## config.mk

```make
export PLATFORM = sky130hd
export DESIGN_NAME = fp_ftoi_param
export DESIGN_NICKNAME = d
export VERILOG_FILES = /design/src/rtl/fp_ftoi_param.sv
export SDC_FILE = /design/constraint.sdc
export NUM_CORES = 1
export LEC_CHECK = 0
export CORE_UTILIZATION = 49
export DETAILED_ROUTE_END_ITERATION = 12
export PLACE_DENSITY_LB_ADDON = 0.12
export SETUP_SLACK_MARGIN = 0.1
export SLEW_MARGIN = 30
export SYNTH_ARGS = -nofsm -noshare
export SYNTH_HDL_FRONTEND = slang
export SYNTH_SLANG_ARGS = --single-unit
```

## constraint.sdc

```tcl
create_clock -name clk -period 2.41 [get_ports clk]
set_input_delay 0.482 -clock clk [delete_from_list [all_inputs] [get_ports clk]]
set_output_delay 0.482 -clock clk [all_outputs]
set_load 0.01 [all_outputs]
```

## src/rtl/fp_ftoi_param.sv

```systemverilog
// fp_ftoi_param: pipelined IEEE-754 to integer converter, six-cycle latency, one operand per cycle.
// Define FP_FTOI_DIRECTED_RND_EN to enable the toward +inf / toward -inf rounding modes.
module fp_ftoi_param #(
   parameter int EXP_W = 8,
   parameter int MAN_W = 23,
   parameter int INT_W = 32
) (
   input  logic                 clk,
   input  logic                 rst,
   input  logic                 en,
   input  logic [EXP_W+MAN_W:0] din,
   input  logic [1:0]           rnd_mode,
   input  logic                 is_unsigned,
   output logic [INT_W-1:0]     dout,
   output logic                 rdy,
   output logic                 overflow,
   output logic                 invalid_op,
   output logic                 inexact
);

   localparam int EW  = (EXP_W + 2 > 9) ? EXP_W + 2 : 9;
   localparam int SW  = $clog2(INT_W + 1);
   localparam int WIN = INT_W + MAN_W + 2;
   localparam logic signed [EW-1:0] BIAS_S = EW'((1 << (EXP_W - 1)) - 1);
   localparam logic signed [EW-1:0] INTW_S = EW'(INT_W);
   localparam logic signed [EW-1:0] NEG1_S = EW'(-1);
   localparam logic [SW-1:0]        RSH0   = SW'(INT_W - 1);
   localparam logic [INT_W-1:0]     SMAX   = {1'b0, {(INT_W-1){1'b1}}};
   localparam logic [INT_W-1:0]     SMIN   = {1'b1, {(INT_W-1){1'b0}}};

   typedef struct packed {
      logic       sign;
      logic [1:0] mode;
      logic       uns;
      logic       nan;
      logic       inf;
      logic       zer;
      logic       big;
      logic       tiny;
      logic       mnz;
   } ctl_t;

   function automatic logic [WIN-1:0] shr_grp(input logic [WIN-1:0] x,
                                              input logic [SW-1:0]  amt,
                                              input int             grp);
      logic [WIN-1:0] y;
      y = x;
      for (int k = 0; k < SW; k++)
         if (((k % 3) == grp) && amt[k]) y = y >> (1 << k);
      return y;
   endfunction

`ifdef FP_FTOI_DIRECTED_RND_EN
   function automatic logic rnd_inc(input logic [1:0] mode, input logic sign,
                                    input logic g, input logic s, input logic lsb);
      logic r;
      r = 1'b0;
      case (mode)
         2'b01:   r = g & (s | lsb);
         2'b10:   r = (g | s) & ~sign;
         2'b11:   r = (g | s) & sign;
         default: r = 1'b0;
      endcase
      return r;
   endfunction
`else
   function automatic logic rnd_inc(input logic [1:0] mode,
                                    input logic g, input logic s, input logic lsb);
      return (mode == 2'b01) & g & (s | lsb);
   endfunction
`endif

   function automatic logic [INT_W-1:0] sat_val(input logic sign, input logic uns);
      if (uns) return sign ? {INT_W{1'b0}} : {INT_W{1'b1}};
      return sign ? SMIN : SMAX;
   endfunction

   logic                 vld_p1_q, vld_p2_q, vld_p3_q, vld_p4_q, vld_p5_q;
   ctl_t                 ctl_c, ctl_p1_q, ctl_p2_q, ctl_p3_q, ctl_p4_q;
   logic [WIN-1:0]       win_c, win_p1_q, win_p2_q, win_p3_q, win_p4_q;
   logic [SW-1:0]        rsh_c, rsh_p1_q, rsh_p2_q, rsh_p3_q;
   logic [EXP_W-1:0]     exp_c;
   logic [MAN_W-1:0]     man_c;
   logic signed [EW-1:0] e_c;
   logic                 emax_c, ezero_c, shift_c;
   logic [INT_W-1:0]     mag_c;
   logic                 g_c, s_c, inc_c, inx_c;
   logic [INT_W:0]       sum_c, sum_p5_q;
   logic                 inx_p5_q, sign_p5_q, uns_p5_q, nan_p5_q, inf_p5_q, zer_p5_q, big_p5_q;
   logic [INT_W-1:0]     neg_c, dout_d, dout_q;
   logic                 ovf_d, inv_d, rdy_q, ovf_q, inv_q, inx_q;

`ifndef FP_FTOI_DIRECTED_RND_EN
   logic unused_rnd_hi;
   assign unused_rnd_hi = rnd_mode[1];
`endif

   // Stage 1: field decode, unbiased exponent, operand class, right-shift amount
   always_comb begin
      exp_c      = din[EXP_W+MAN_W-1:MAN_W];
      man_c      = din[MAN_W-1:0];
      e_c        = $signed(EW'(exp_c)) - BIAS_S;
      emax_c     = &exp_c;
      ezero_c    = ~|exp_c;
      ctl_c.sign = din[EXP_W+MAN_W];
`ifdef FP_FTOI_DIRECTED_RND_EN
      ctl_c.mode = rnd_mode;
`else
      ctl_c.mode = {1'b0, rnd_mode[0]};
`endif
      ctl_c.uns  = is_unsigned;
      ctl_c.mnz  = |man_c;
      ctl_c.nan  = emax_c & ctl_c.mnz;
      ctl_c.inf  = emax_c & ~ctl_c.mnz;
      ctl_c.zer  = ezero_c;
      ctl_c.big  = ~emax_c & ~ezero_c & (e_c >= INTW_S);
      ctl_c.tiny = ~emax_c & ~ezero_c & (e_c < NEG1_S);
      shift_c    = ~emax_c & ~ezero_c & ~ctl_c.big & ~ctl_c.tiny;
      // Leading one starts at the window MSB; shifting by INT_W-1-e aligns 2^0 to the integer LSB.
      win_c      = shift_c ? {1'b1, man_c, {(INT_W+1){1'b0}}} : {WIN{1'b0}};
      rsh_c      = RSH0 - e_c[SW-1:0];
   end

   // Stage 5: rounding increment and inexact
   always_comb begin
      mag_c = win_p4_q[WIN-1 -: INT_W];
      g_c   = win_p4_q[MAN_W+1];
      s_c   = (|win_p4_q[MAN_W:0]) | ctl_p4_q.tiny;
`ifdef FP_FTOI_DIRECTED_RND_EN
      inc_c = rnd_inc(ctl_p4_q.mode, ctl_p4_q.sign, g_c, s_c, mag_c[0]);
`else
      inc_c = rnd_inc(ctl_p4_q.mode, g_c, s_c, mag_c[0]);
`endif
      sum_c = {1'b0, mag_c} + {{INT_W{1'b0}}, inc_c};
      inx_c = ctl_p4_q.zer ? ctl_p4_q.mnz : (g_c | s_c);
   end

   // Stage 6: sign application, range check, saturation, special operands
   always_comb begin
      neg_c  = -sum_p5_q[INT_W-1:0];
      dout_d = sign_p5_q ? neg_c : sum_p5_q[INT_W-1:0];
      ovf_d  = 1'b0;
      inv_d  = 1'b0;
      if (nan_p5_q) begin
         inv_d  = 1'b1;
         dout_d = uns_p5_q ? {INT_W{1'b1}} : SMAX;
      end else if (inf_p5_q) begin
         inv_d  = 1'b1;
         ovf_d  = 1'b1;
         dout_d = sat_val(sign_p5_q, uns_p5_q);
      end else if (zer_p5_q) begin
         dout_d = {INT_W{1'b0}};
      end else begin
         if (uns_p5_q)
            ovf_d = sign_p5_q ? (|sum_p5_q) : sum_p5_q[INT_W];
         else if (sign_p5_q)
            ovf_d = sum_p5_q[INT_W] | (sum_p5_q[INT_W-1] & (|sum_p5_q[INT_W-2:0]));
         else
            ovf_d = sum_p5_q[INT_W] | sum_p5_q[INT_W-1];
         ovf_d = ovf_d | big_p5_q;
         if (ovf_d || (uns_p5_q && sign_p5_q)) dout_d = sat_val(sign_p5_q, uns_p5_q);
      end
   end

   always_ff @(posedge clk or posedge rst) begin
      if (rst) begin
         vld_p1_q <= 1'b0;
         vld_p2_q <= 1'b0;
         vld_p3_q <= 1'b0;
         vld_p4_q <= 1'b0;
         vld_p5_q <= 1'b0;
         rdy_q    <= 1'b0;
         dout_q   <= {INT_W{1'b0}};
         ovf_q    <= 1'b0;
         inv_q    <= 1'b0;
         inx_q    <= 1'b0;
      end else begin
         vld_p1_q <= en;
         vld_p2_q <= vld_p1_q;
         vld_p3_q <= vld_p2_q;
         vld_p4_q <= vld_p3_q;
         vld_p5_q <= vld_p4_q;
         rdy_q    <= vld_p5_q;
         if (vld_p5_q) begin
            dout_q <= dout_d;
            ovf_q  <= ovf_d;
            inv_q  <= inv_d;
            inx_q  <= inx_p5_q;
         end
      end
   end

   always_ff @(posedge clk) begin
      ctl_p1_q  <= ctl_c;
      win_p1_q  <= win_c;
      rsh_p1_q  <= rsh_c;
      // Stages 2-4: barrel shift, one third of the shift-amount bits per stage
      ctl_p2_q  <= ctl_p1_q;
      win_p2_q  <= shr_grp(win_p1_q, rsh_p1_q, 0);
      rsh_p2_q  <= rsh_p1_q;
      ctl_p3_q  <= ctl_p2_q;
      win_p3_q  <= shr_grp(win_p2_q, rsh_p2_q, 1);
      rsh_p3_q  <= rsh_p2_q;
      ctl_p4_q  <= ctl_p3_q;
      win_p4_q  <= shr_grp(win_p3_q, rsh_p3_q, 2);
      sum_p5_q  <= sum_c;
      inx_p5_q  <= inx_c;
      sign_p5_q <= ctl_p4_q.sign;
      uns_p5_q  <= ctl_p4_q.uns;
      nan_p5_q  <= ctl_p4_q.nan;
      inf_p5_q  <= ctl_p4_q.inf;
      zer_p5_q  <= ctl_p4_q.zer;
      big_p5_q  <= ctl_p4_q.big;
   end

   assign dout       = dout_q;
   assign rdy        = rdy_q;
   assign overflow   = ovf_q;
   assign invalid_op = inv_q;
   assign inexact    = inx_q;

endmodule
```

==> run metrics <==
placed instance count 1,341; # DRC 0; Core ar. 21,900 um2; Post-Syn Area 10,900 um2; Post-synth EDFFs 0; Hold Violations, Final 0; GRT Total Usage 0.191; CP max stage delay 0.54 ns; H-tree Lvls 1; Final nets 1,141; clock power share 0.397; CTS clk-pin slew, worst paths 0.06 ns; routed length per instance about 16 um; Starting Density 0.500; Worst EP arrival 2.68 ns; TritonCTS clock tree yes; Die Y 151 um; Final HPWL DP 15,900 um; Post-synth ARST share 0.139; largest cells by area after synthesis dfxtp_1 46%, mux2i_1 14%, dfrtp_1 9.4%; vias post-DR 7,124; sequential power share 0.457; unrepaired setup endpoints after global routing yes; Post-Synthesis Cells between 900 and 1,000; max-cap viol count 0; Slew @ Worst Pin about 1 ns; routability cong. 0.842; maximum VDD drop 0.526 mV; largest net degree at the start of global routing 42; Pre-antenna DRT Iters 4; WL final ~22,000 um; cell row count 54; Final setup viols 0; GR Overflow Total 0; CTS sink count between 200 and 300; fin cells 1,396; Net Sw Power 0.00301 W; Die ar. 22,900 um2; Slew headroom 0.333; skew final 0.00946 ns; first-pass GRT wire length 34,300 um; area grow syn2layout 22.2%; Yosys top cell area share 0.463; Hold Path Sink rsh_p3_q[5]; crit start category input port; vias in the first global route 6,789; status finished clean; Final Max Slew Viols 0; layout cells sized above 1 0.112; Syn. warnings 0; Final Util 0.611; worst-path maximum fanout 12; RR Endpoint sum_p5_q[29]; Max Clk Rate 444 MHz; setup TNS 0 ns; worst-skew pair later-pin latency 0.54 ns; Cell Int Power 0.00927 W; Critical Path Sink Type flip-flop; Reg2Reg Depth 10; Power Density 918 nW/um2; Num CTS Buffers 30; reg-to-reg setup timing slack about 0.27 ns; Worst Path Required around 2.8 ns; hold slack about 0.32 ns; Root Driver clkbuf_16; Hold Path Origin rsh_p2_q[5]; Syn Nets 1,045; Hold Crit Depth 0; Die Width 151 um; Sw Share 0.245; main flop type after synthesis dfxtp_1; initial antenna violation count 0; PortBufs 72; sequential cell area fraction in the yosys report 0.557; Crit Path Category input port to flip-flop; cell taking the most area after synthesis dfxtp_1; ant diodes 0; RR Startpoint win_p4_q[18]; Final period util 0.936; drt via density ~5.1; Unique masters post-synth 51; fin crit period 2.25 ns; leakage power total 5.65 nW; CTS max path bufs 3; Critical-path top delay cell clkdlybuf4s50_1; Hold Path Class flip-flop to flip-flop; Ports 74; combinational share of power 0.146; Critical Path, Cell by Cell clkdlybuf4s50_1, inv_1, ha_1, nor2b_1, maj3_1, a41oi_2, a211oi_4, and2_1; Pwr Total 0.0123 W; Starting DRT DRC Count 305; Post-Syn Area per Cell 11.0 um2; ANT nets after route 0; Seq cells post-synth slightly below 300
[Yosys cell counts, types with 15 or more instances]
library cell    n
xnor2_1        27
o31ai_1        16
a211oi_1       31
nand2_1        41
dfrtp_1        41
xor2_1         37
dfxtp_1       253
and2_1         29
nor2_1        113
nand3_1        15
nor2b_1        31
clkbuf_1       32
nor4_1         17
mux2i_1       155
[kinds of logic after synthesis]
logic type / Yosys count / synth area share
flops: 294 / 0.557
compound gates: 101 / 0.0669
fa+ha+maj: 9 / 0.0101
mux: 163 / 0.150
simple gates: 304 / 0.142
xor+xnor: 64 / 0.0512
buf+inv: 64 / 0.0232
[metrics by stage]
| stage | setup WS [ns] | area (um2) |
|---|---|---|
| 3_5_place_dp | -0.377 | 12200 |
| 5_1_grt | 0.0417 | 13400 |
| 4_1_cts | 0.107 | 13300 |
| 6_report | 0.155 | 13400 |
| 2_1_floorplan | 0.382 | 10900 |
| 3_3_place_gp | -0.552 | 12200 |
[power by group through the flow]
stage,sequential [W],clock [W],combinational (W)
after floorplan,0.00565,0,0.00103
final,0.00561,0.00487,0.00179
after global placement,0.00570,0,0.00175
after CTS,0.00561,0.00499,0.00178
after global routing,0.00566,0.00518,0.00198
after detailed placement,0.00571,0,0.00176
[layout by cell type, fill, tap and decap left out, types with 5 or more instances in the layout]
| cell | instances |
|---|---|
| clkdlybuf4s50_1 | 72 |
| nor4_1 | 13 |
| clkbuf_8 | 5 |
| a21oi_1 | 11 |
| nand2_1 | 41 |
| mux2i_1 | 155 |
| nor3_1 | 12 |
| o21ai_0 | 14 |
| or3_1 | 5 |
| mux2_2 | 8 |
| inv_1 | 13 |
| and3_1 | 8 |
| dfxtp_2 | 5 |
| nand4_1 | 14 |
| clkbuf_16 | 33 |
| o31ai_1 | 16 |
| nor2_1 | 112 |
| dfxtp_1 | 248 |
| nand3_1 | 14 |
| and2_1 | 29 |
| o41ai_1 | 6 |
| nor2b_1 | 31 |
| dfrtp_1 | 41 |
| xnor2_1 | 27 |
| xor2_1 | 37 |
| ha_1 | 6 |
| a211oi_1 | 31 |
| buf_4 | 37 |
| a22o_1 | 5 |
[critical path, delay by kind of cell]
family | cells | cell delay, ns
buffers and inverters | 2 | 0.60
AND/OR/NAND/NOR | 2 | 0.37
AO/OA/AOI/OAI | 2 | 0.55
adder cells (fa/ha/maj) | 2 | 0.67
[layer usage]
layer,vias to the layer above,share of wire,global-route usage
met1,3297,0.47,0.249
met3,29,0.029,0.0286
li1,3690,-,-
met5,-,0,0
met2,108,0.49,0.328
met4,0,0.017,0.0530
[worst max path at each step]
stage | end | startpoint | slack, ns
floorplan | win_p1_q[46] | din[23] | 0.38
global placement | win_p1_q[54] | din[23] | -0.55
detailed placement | win_p1_q[55] | din[23] | -0.38
CTS | sum_p5_q[29] | win_p4_q[4] | 0.11
global route | ctl_p1_q[2] | din[23] | 0.04
finish | win_p1_q[55] | din[23] | 0.16
[area by class of cell]
class / instances / area [um2]
clock inverter: 12 / 171
multi-input combinational: 642 / 4710
sequential: 294 / 6100
timing repair buffer: 114 / 1090
inverter: 13 / 48.8
fill: 1839 / 8520
clock buffer: 41 / 906
tap: 280 / 350
[what timing repair did]
action / CTS / global route
hold buffers: 0 / 0
pin swaps: 1 / 5
gates resized for setup: 3 / 14
gates cloned: 0 / 1
setup buffers: 1 / 0
endpoints found under the hold margin: 0 / 0
endpoints found under the setup margin: 16 / 48
[sequential cells by signal (all words and copies together) (netlist names), 2 cells and up]
| signal | count |
|---|---|
| win_p3_q | 51 |
| win_p2_q | 33 |
| sum_p5_q | 33 |
| dout | 32 |
| ctl_p2_q | 9 |
| rsh_p2_q | 4 |
| ctl_p3_q | 9 |
| ctl_p4_q | 9 |
| win_p1_q | 24 |
| rsh_p3_q | 2 |
| rsh_p1_q | 6 |
| ctl_p1_q | 9 |
| win_p4_q | 57 |
Power figures use the tool's default switching activity.
